`config.mk`:
```
export PLATFORM = sky130hd
export DESIGN_NAME = workload_analyzer_mc_flat
export DESIGN_NICKNAME = d
export VERILOG_FILES = /design/src/rtl/wa_pkg.sv /design/src/rtl/wa_if.sv /design/src/rtl/wa_window.sv /design/src/rtl/workload_analyzer_mc.sv /design/src/flat_wrapper.sv
export SDC_FILE = /design/constraint.sdc
export NUM_CORES = 1
export LEC_CHECK = 0
export BUFFER_PORTS_ARGS = -buffer_cell sky130_fd_sc_hd__buf_2
export CORE_ASPECT_RATIO = 2
export CORE_MARGIN = 8
export CORE_UTILIZATION = 35
export DETAILED_ROUTE_END_ITERATION = 7
export GPL_TIMING_DRIVEN = 0
export PLACE_DENSITY = 0.48
export SYNTH_ARGS = -nofsm -noshare
export SYNTH_HDL_FRONTEND = slang
export SYNTH_HIERARCHICAL = 1
export SYNTH_SLANG_ARGS = --single-unit
```
`constraint.sdc`:
```
create_clock -name clk -period 7.8 [get_ports clk]
set_input_delay 0.78 -clock clk [delete_from_list [all_inputs] [get_ports clk]]
set_output_delay 0.78 -clock clk [all_outputs]
set_load 0.02 [all_outputs]
```
`src/rtl/wa_pkg.sv`:
```
`default_nettype none
// ============================================================================
// Module   : wa_pkg
// Brief    : Shared types and helpers for the multi-lane workload analyzer.
// Revision : 1.0 - initial multi-lane release
// ============================================================================
package wa_pkg;

    // Request FSM states
    typedef enum logic [1:0] {
        IDLE = 2'd0,
        REQ  = 2'd1,
        HOLD = 2'd2
    } wa_state_e;

    // Unsigned add clamped to 2^w-1; the carry bit guarantees no wrap
    function automatic logic [31:0] sat_add(input logic [31:0] a,
                                            input logic [31:0] b,
                                            input int unsigned w);
        logic [32:0] s;
        logic [32:0] lim;
        s   = {1'b0, a} + {1'b0, b};
        lim = (33'd1 << w) - 33'd1;
        sat_add = (s > lim) ? lim[31:0] : s[31:0];
    endfunction

    // Number of set bits in a lane mask
    function automatic int unsigned popcount(input logic [31:0] v);
        int unsigned cnt;
        cnt = 0;
        for (int i = 0; i < 32; i++) begin
            cnt = cnt + int'(v[i]);
        end
        popcount = cnt;
    endfunction

endpackage
`default_nettype wire

```
`src/rtl/wa_if.sv`:
```
`default_nettype none
// ============================================================================
// Module   : wa_if
// Brief    : Retire telemetry, lookahead occupancy and arbiter handshake bus.
//            master = retire stage / arbiter side, slave = analyzer.
// Revision : 1.0 - initial multi-lane release
// ============================================================================
interface wa_if #(
    parameter int unsigned NCH  = 2,
    parameter int unsigned LA_W = 4,
    parameter int unsigned CW   = 8
);
    logic            flush;
    logic [NCH-1:0]  retire_vld;
    logic [NCH-1:0]  retire_arith;
    logic [LA_W-1:0] la_count;
    logic            wa_ack;
    logic            wa_req;
    logic [CW-1:0]   confidence;
    logic [CW-1:0]   predicted_runlen;

    modport master (
        output flush, retire_vld, retire_arith, la_count, wa_ack,
        input  wa_req, confidence, predicted_runlen
    );

    modport slave (
        input  flush, retire_vld, retire_arith, la_count, wa_ack,
        output wa_req, confidence, predicted_runlen
    );
endinterface
`default_nettype wire

```
`src/rtl/wa_window.sv`:
```
`default_nettype none
// ============================================================================
// Module   : wa_window
// Brief    : WIN-deep circular buffer of per-cycle arithmetic counts with an
//            exact running sum and a flag set once WIN entries were written.
// Revision : 1.0 - initial multi-lane release
// ============================================================================
module wa_window #(
    parameter int unsigned WIN = 16,
    parameter int unsigned EW  = 2
) (
    input  wire logic                        clk,
    input  wire logic                        rst,
    input  wire logic                        clr,
    input  wire logic [EW-1:0]               in,
    output logic      [EW+$clog2(WIN)-1:0]   sum,
    output logic                             full
);
    localparam int unsigned SW = EW + $clog2(WIN);
    localparam int unsigned PW = $clog2(WIN);

    logic [EW-1:0] ring [WIN];
    logic [PW-1:0] wr_ptr;

    // Write one entry per cycle; the evicted entry leaves the sum as the new one enters
    always_ff @(posedge clk or posedge rst) begin
        if (rst) begin
            wr_ptr <= '0;
            sum    <= '0;
            full   <= 1'b0;
            for (int i = 0; i < int'(WIN); i++) ring[i] <= '0;
        end else if (clr) begin
            wr_ptr <= '0;
            sum    <= '0;
            full   <= 1'b0;
            for (int i = 0; i < int'(WIN); i++) ring[i] <= '0;
        end else begin
            ring[wr_ptr] <= in;
            sum          <= sum + SW'(in) - SW'(ring[wr_ptr]);
            wr_ptr       <= wr_ptr + PW'(1);
            if (wr_ptr == PW'(WIN - 1)) full <= 1'b1;
        end
    end
endmodule
`default_nettype wire

```
`src/rtl/workload_analyzer_mc.sv`:
```
`default_nettype none
// ============================================================================
// Module   : workload_analyzer_mc
// Brief    : Multi-lane arithmetic-intensity analyzer. Fuses a sliding-window
//            sum, an EMA and a trend counter into a confidence value and
//            raises a req/ack mode request with post-grant cooldown.
//            Optional macro WA_HYSTERESIS_EN: withdraw a pending request
//            when confidence drops below THR_LO.
// Revision : 1.0 - initial multi-lane release
// ============================================================================
module workload_analyzer_mc
    import wa_pkg::*;
#(
    parameter int unsigned NCH       = 2,
    parameter int unsigned WIN       = 16,
    parameter int unsigned EMA_SHIFT = 2,
    parameter int unsigned CW        = 8,
    parameter int unsigned LA_W      = 4,
    parameter int unsigned THR_HI    = 20,
    parameter int unsigned THR_LO    = 12,
    parameter int unsigned MIN_HOLD  = 8
) (
    input  wire logic clk,
    input  wire logic rst,
    wa_if.slave       bus
);
    localparam int unsigned EW  = $clog2(NCH + 1);
    localparam int unsigned SW  = EW + $clog2(WIN);
    localparam int unsigned EXW = CW + 2;
    localparam int unsigned HW  = (MIN_HOLD > 1) ? $clog2(MIN_HOLD) : 1;
`ifdef WA_HYSTERESIS_EN
    localparam bit HYST_EN = 1'b1;
`else
    localparam bit HYST_EN = 1'b0;
`endif

    logic [EW-1:0]  a_cnt;
    logic [EW-1:0]  n_cnt;
    logic [SW-1:0]  win_sum;
    logic           win_full;
    logic [CW-1:0]  ema, ema_nxt;
    logic [CW-1:0]  trend, trend_nxt;
    logic [CW-1:0]  conf, conf_nxt;
    logic [CW-1:0]  pred, pred_nxt;
    logic [EXW-1:0] ema_wide;
    wa_state_e      state, state_nxt;
    logic [HW-1:0]  hold_cnt, hold_nxt;

    assign a_cnt = EW'(popcount(32'(bus.retire_vld & bus.retire_arith)));
    assign n_cnt = EW'(popcount(32'(bus.retire_vld)));

    wa_window #(.WIN(WIN), .EW(EW)) u_window (
        .clk  (clk),
        .rst  (rst),
        .clr  (bus.flush),
        .in   (a_cnt),
        .sum  (win_sum),
        .full (win_full)
    );

    // Next values of EMA, trend and the two registered estimates
    always_comb begin
        ema_wide = {2'b00, ema} - EXW'(ema >> EMA_SHIFT) + (EXW'(a_cnt) << EMA_SHIFT);
        ema_nxt  = (ema_wide > {2'b00, {CW{1'b1}}}) ? {CW{1'b1}} : ema_wide[CW-1:0];

        trend_nxt = trend;
        if (n_cnt != '0) begin
            if (a_cnt != '0)       trend_nxt = CW'(sat_add(32'(trend), 32'(a_cnt), CW));
            else if (trend != '0)  trend_nxt = trend - CW'(1);
        end

        conf_nxt = CW'(sat_add(sat_add(32'(win_sum), 32'(ema >> 2), CW), 32'(trend), CW));
        pred_nxt = CW'(sat_add(32'(bus.la_count) << 1, 32'(trend >> 1), CW));
    end

    // Estimator state and output registers; flush wipes all history
    always_ff @(posedge clk or posedge rst) begin
        if (rst) begin
            ema   <= '0;
            trend <= '0;
            conf  <= '0;
            pred  <= '0;
        end else if (bus.flush) begin
            ema   <= '0;
            trend <= '0;
            conf  <= '0;
            pred  <= '0;
        end else begin
            ema   <= ema_nxt;
            trend <= trend_nxt;
            conf  <= conf_nxt;
            pred  <= pred_nxt;
        end
    end

    // Request FSM next-state logic; ack only matters while requesting
    always_comb begin
        state_nxt = state;
        hold_nxt  = hold_cnt;
        case (state)
            IDLE: begin
                if (win_full && (32'(conf) > THR_HI)) state_nxt = REQ;
            end
            REQ: begin
                if (bus.wa_ack) begin
                    state_nxt = HOLD;
                    hold_nxt  = HW'(MIN_HOLD - 1);
                end else if (HYST_EN && (32'(conf) < THR_LO)) begin
                    state_nxt = IDLE;
                end
            end
            HOLD: begin
                if (hold_cnt == '0) state_nxt = IDLE;
                else                hold_nxt  = hold_cnt - HW'(1);
            end
            default: state_nxt = IDLE;
        endcase
    end

    // FSM state register; flush forces IDLE from any state
    always_ff @(posedge clk or posedge rst) begin
        if (rst) begin
            state    <= IDLE;
            hold_cnt <= '0;
        end else if (bus.flush) begin
            state    <= IDLE;
            hold_cnt <= '0;
        end else begin
            state    <= state_nxt;
            hold_cnt <= hold_nxt;
        end
    end

    assign bus.wa_req           = (state == REQ);
    assign bus.confidence       = conf;
    assign bus.predicted_runlen = pred;
endmodule
`default_nettype wire

```
`src/flat_wrapper.sv`:
```
// flat-port wrapper written by rule: the top's interface ports become plain ports
module workload_analyzer_mc_flat import wa_pkg::*;
#(
    parameter int unsigned NCH       = 2,
    parameter int unsigned WIN       = 16,
    parameter int unsigned EMA_SHIFT = 2,
    parameter int unsigned CW        = 8,
    parameter int unsigned LA_W      = 4,
    parameter int unsigned THR_HI    = 20,
    parameter int unsigned THR_LO    = 12,
    parameter int unsigned MIN_HOLD  = 8
)
  (clk, rst, bus_flush, bus_retire_vld, bus_retire_arith, bus_la_count, bus_wa_ack, bus_wa_req, bus_confidence, bus_predicted_runlen);
  wa_if #(.NCH(NCH), .LA_W(LA_W), .CW(CW)) bus_i ();
  input  wire logic clk;
  input  wire logic rst;
  input wire logic [$bits(bus_i.flush)-1:0] bus_flush;
  input wire logic [$bits(bus_i.retire_vld)-1:0] bus_retire_vld;
  input wire logic [$bits(bus_i.retire_arith)-1:0] bus_retire_arith;
  input wire logic [$bits(bus_i.la_count)-1:0] bus_la_count;
  input wire logic [$bits(bus_i.wa_ack)-1:0] bus_wa_ack;
  output wire logic [$bits(bus_i.wa_req)-1:0] bus_wa_req;
  output wire logic [$bits(bus_i.confidence)-1:0] bus_confidence;
  output wire logic [$bits(bus_i.predicted_runlen)-1:0] bus_predicted_runlen;
  assign bus_i.flush = bus_flush;
  assign bus_i.retire_vld = bus_retire_vld;
  assign bus_i.retire_arith = bus_retire_arith;
  assign bus_i.la_count = bus_la_count;
  assign bus_i.wa_ack = bus_wa_ack;
  assign bus_wa_req = bus_i.wa_req;
  assign bus_confidence = bus_i.confidence;
  assign bus_predicted_runlen = bus_i.predicted_runlen;
  workload_analyzer_mc #(.NCH(NCH), .WIN(WIN), .EMA_SHIFT(EMA_SHIFT), .CW(CW), .LA_W(LA_W), .THR_HI(THR_HI), .THR_LO(THR_LO), .MIN_HOLD(MIN_HOLD)) u_core (.clk(clk), .rst(rst), .bus(bus_i));
endmodule
```
# Word level (Yosys, flattened, before mapping)
# Index checks and enable logic that the tools add are counted.
classes:
  add_sub_neg: 43
  n_mul: 0
  div_mod_pow: 0
  magnitude_cmp: 8
  n_eq_ne: 7
  shifts: 0
  n_mux: 32
  bitwise: 2
  n_reduce_logical: 14
op_table:
  columns: ["operator", "count"]
  rows:
  - ["$gt A33 B8 Y1 const B", 3]
  - ["$mux W8", 11]
  - ["$mux W32", 2]
  - ["$add A2 B1 Y2 const B", 30]
  - ["$add A32 B8 Y33", 1]
  - ["$bwmux W32", 1]
  - ["$mux W2", 7]
  - ["$add A10 B4 Y10", 1]
  - ["$gt A10 B8 Y1 const B", 1]
  - ["$add A8 B2 Y9", 1]
  - ["$gt A9 B8 Y1 const B", 1]
  - ["$mux W3", 3]
  - ["$sub A8 B6 Y9", 1]
  - ["$add A5 B7 Y8", 1]
  - ["$bmux W2 S4", 1]
  - ["$demux W2 S4", 1]
  - ["$gt A8 B5 Y1 const B", 1]
  - ["$reduce_bool A2 Y1", 4]
  - ["$reduce_bool A8 Y1", 1]
  - ["$sub A8 B1 Y8 const B", 1]
  - ["$add A6 B6 Y7", 1]
  - ["$add A6 B2 Y6", 1]
  - ["$mux W6", 1]
  - ["$ne A3 B2 Y1 const B", 2]
  - ["22 further kinds", 28]
word_totals:
  ff_bits: 80
  latchBits: 0
  ram_bits: 0
  mem_bits_ro: 0
  input_bits: 12
  wordCells: 131
  mem_count: 0

# Logic depth before layout (Yosys ltp)
logic_depth:
  word_depth: 38
  depth_mapped: 14
  ltp_nobuf: 12

# By module
# Netlist, hierarchy kept.
modules_own_cells:
  columns: ["module", "instances", "cells_each", "area_each_um2", "seq_area_each_um2"]
  rows:
  - ["workload_analyzer_mc", 1, 297, 2856.5, 925.9]
  - ["wa_window", 1, 249, 2338.5, 1076.0]

# Least setup slack after synthesis
# Ideal clock, no wire load.
synth_path:
  kind: "in2reg"
  from: "in bus_retire_vld[0]"
  to: "reg u_core.u_window.sum[3]"
  setup_time_ps: 132
  arrival_time_ps: 3250
  path_slack_ps: 4418
  stages: 12
  path_cell_list: "and2_1 > ha_1 > clkbuf_1 > clkbuf_1 > inv_1 > fa_1 > inv_1 > ha_1 > a21o_1 > a21oi_1 > xor2_1 > nor2_1"
synth_via:
  elab_chain_cells: 35
synth_rtl:
  columns: ["item", "line", "rtl"]
  rows:
  - ["from (decl)", "flat_wrapper.sv:18", "input wire logic [$bits(bus_i.retire_vld)-1:0] bus_retire_vld;"]
  - ["$and A2 B2 Y2", "workload_analyzer_mc.sv:49", "assign a_cnt = EW'(popcount(32'(bus.retire_vld & bus.retire_arith)));"]
  - ["$add A1 B1 Y2", "wa_pkg.sv:32", "cnt = cnt + int'(v[i]);"]
  - ["$add A2 B1 Y2 (30 in series)", "wa_pkg.sv:32", null]
  - ["named net u_core.a_cnt[1]", "workload_analyzer_mc.sv:37", "logic [EW-1:0] a_cnt;"]
  - ["$add A6 B2 Y6", "wa_window.sv:39", "sum <= sum + SW'(in) - SW'(ring[wr_ptr]);"]
  - ["$sub A6 B2 Y6", "wa_window.sv:39", null]
  - ["$mux W6", "wa_window.sv:32", "end else if (clr) begin"]
  - ["to (signal assigned)", "wa_window.sv:39", null]
  - ["to (decl)", "wa_window.sv:16", "output logic [EW+$clog2(WIN)-1:0] sum,"]
# The timed path passes the listed nets, and every way through them passes these cells.
# A chain may end at the register's enable or synchronous reset.

# Final worst setup path
layout_path:
  from: "in bus_retire_vld[0]"
  to: "reg u_core.u_window.sum[4]"
# The elaborated chain is that of the path after synthesis.

==> metrics.txt <==
Ports=29; critical path arrival=3890 ps; Total GRT Usage=0.148; cts bufs inserted=9; final worst setup slack=4100 ps; Critical Path RT=7990 ps; NumNets Final=648; Distinct cells, synth=68; Die Y=188 um; dpl hpwl=9580 um; fin util=0.403; ys flop type=dfrtp_1; Final period util=0.475; Mapped Cells=546; Yosys reg bits=80; Buf/Inv on CP=4; number of global-route vias before repair=4340; EDFF count, synth=0; slew at the pin with the worst max-slew slack=821 ps; vias per cell=5.26; ANT cells=0; final-layout fill cell count=1501; P&R area growth vs syn=13.7%; most frequent cells in the layout=80 x dfrtp_1, 64 x nand2_1, 59 x a21oi_1; final hold viol count=0; GRT overflow=0; worst min-delay path class=in -> async; layout cell share with drive strength beyond 1=0.137; status=completed; sequential-to-total area share from yosys stat=0.385; warnings from Yosys=6; WL/cell=16.6 um; crit-path max FO=10; crit path time final=3700 ps; initial antenna violation count=0; ordered list of cells on the worst path=buf_2 > and2_1 > ha_1 > clkbuf_1 > clkbuf_1 > inv_1 > fa_1 > fa_1 > nor2b_1 > o21ai_0 > a21boi_0 > nor3_1; Initial Utilization=0.354; Synth Area per Inst=9.51 um^2; die area=19200 um^2; Root Driver=clkbuf_16; largest net degree at the start of global routing=38; post-synth top area share=0.385; global-route wire length before repair=22300 um; commonest non-fill, non-tap cell in the layout=dfrtp_1; crit path kind=in -> reg; Power Density=341 nW/um^2; CTS resizes=0; Worst path top cell family by delay=adder cells; GP Congestion=0.771; core area=14700 um^2; cell area after synthesis=5190 um^2; Sink Count=80; Max rail drop VDD=0.333 mV; Max Root-Sink Buffers=2; Hold Buf Count CTS=0; number of port buffers=28; CTS tree=done; Lkg Pwr=0.00267 uW; Post-synth ARST share=1.00; Crit-path slowest cell=fa_1; via count=4134; Synth area leader=dfrtp_1; Max Cap Violations=0; Place WS=3740 ps; chip width=102 um; Max transition margin=0.452; CP Capture Type=register; CTS H-Tree Depth=3; drt drc=0; Pre-Repair DR Iteration Count=4; top cells by area, synth=dfrtp_1 39%, ha_1 10%, a21oi_1 5.7%; DRT Wirelength=13000 um; achievable frequency=0.270 GHz; RSZ-0062 raised after global routing=false; clock skew=6.12 ps; Startpoint Class=primary input; reg2reg start=u_core/u_window/wr_ptr[1]$_DFF_PP0_; critical path's largest stage delay=550 ps; row cnt=63; clock slew at reported path FFs=60 ps; Worst-Skew Late Latency=330 ps; Max Transition Viols Final=0; drt initial violations=227; post-CTS setup buffers=0; setup_tns=0 ps; CP startpoint=bus_retire_vld[0]; Syn Nets=608; Antenna Violating Nets Remaining=0; Final setup viols=0
state kept, by name, summed over array words and instances, names as in the netlist, 3 cells and up:
signal,count
u_core/hold_cnt,3
u_core/u_window/wr_ptr,4
u_core/trend,8
u_core/ema,8
u_core/u_window/sum,6
u_core/bus.confidence,8
u_core/u_window/ring,32
u_core/bus.predicted_runlen,8
report_power, final:
part	leakage (uW)	internal, uW	switching (uW)
Clock	0.000141	266	171
Combinational	0.00145	449	581
Sequential	0.00108	484	66.8
Total	0.00267	1200	819
cells by family (layout without fill, tap and decap cells):
group	after synthesis	after routing	share of synthesized area
AOI/OAI and AO/OA	140	140	0.179
and+or+nand+nor	180	180	0.172
xor gates and xnor gates	21	21	0.0383
muxes	10	10	0.0426
adders and majority gates	50	50	0.132
buffers and inverters	65	110	0.0506
DFF	80	80	0.385
synth_stat cells (all sizes together) (2+ instances only):
| library cell | n |
|---|---|
| a31oi | 7 |
| nor2 | 25 |
| fa | 8 |
| or3 | 3 |
| a22o | 2 |
| a211oi | 3 |
| mux4 | 8 |
| nand2 | 64 |
| o31ai | 4 |
| o32ai | 2 |
| a21oi | 60 |
| o21a | 5 |
| o21ai | 18 |
| a22oi | 5 |
| and2 | 3 |
| o21bai | 2 |
| mux2 | 2 |
| dfrtp | 80 |
| a21o | 7 |
| nand2b | 4 |
| and2b | 2 |
| and3 | 3 |
| buf | 12 |
| xnor2 | 11 |
| ha | 42 |
| or2 | 3 |
| a21boi | 3 |
| a221oi | 2 |
| xor2 | 10 |
| a311oi | 7 |
| nor3 | 10 |
| nand3 | 38 |
| inv | 37 |
| nor2b | 17 |
| clkbuf | 16 |
stage by stage:
step                      area, um^2  power, uW  instances  hold WS (ps)
after detailed placement        5600       1590        770           439
after global routing            5910       2200        786           449
after CTS                       5910       2040        786           430
after floorplan                 5190       1370        546           423
after global placement          5580       1590        769           447
final                           5910       2020        786           432
worst paths after layout:
kind,to,slack [ps],cells after the start
worst max-delay path,u_core/u_window/sum[4]$_DFF_PP0_,4100,12
worst min-delay path,u_core/u_window/ring[0]$_DFFE_PP0P_,430,2
worst max register to register,u_core/u_window/sum[4]$_DFF_PP0_,4640,13
worst min register to register,u_core/state[0]$_DFFE_PP0P_,450,1
max in group asynchronous,u_core/ema[6]$_DFF_PP0_,6640,2
min in group clk,u_core/state[0]$_DFFE_PP0P_,450,1
layer usage:
| layer | global-route usage | wire [um] |
|---|---|---|
| met1 | 0.188 | 5580 |
| met3 | 0.0170 | 544 |
| met5 | 0 | 0 |
| met4 | 0.0541 | 255 |
| met2 | 0.246 | 6630 |
final cells by class:
| class | instances | area [um^2] | share of cell area |
|---|---|---|---|
| Multi-Input combinational cell | 401 | 2930 | 0.496 |
| Sequential cell | 80 | 2000 | 0.339 |
| Clock buffer | 12 | 256 | 0.0434 |
| Tap cell | 195 | 244 | 0.0413 |
| Timing Repair Buffer | 29 | 160 | 0.0271 |
| Inverter | 37 | 139 | 0.0235 |
| Buffer | 28 | 124 | 0.0210 |
| Clock inverter | 4 | 52.6 | 0.00889 |
(Power assumes the default switching activity.)
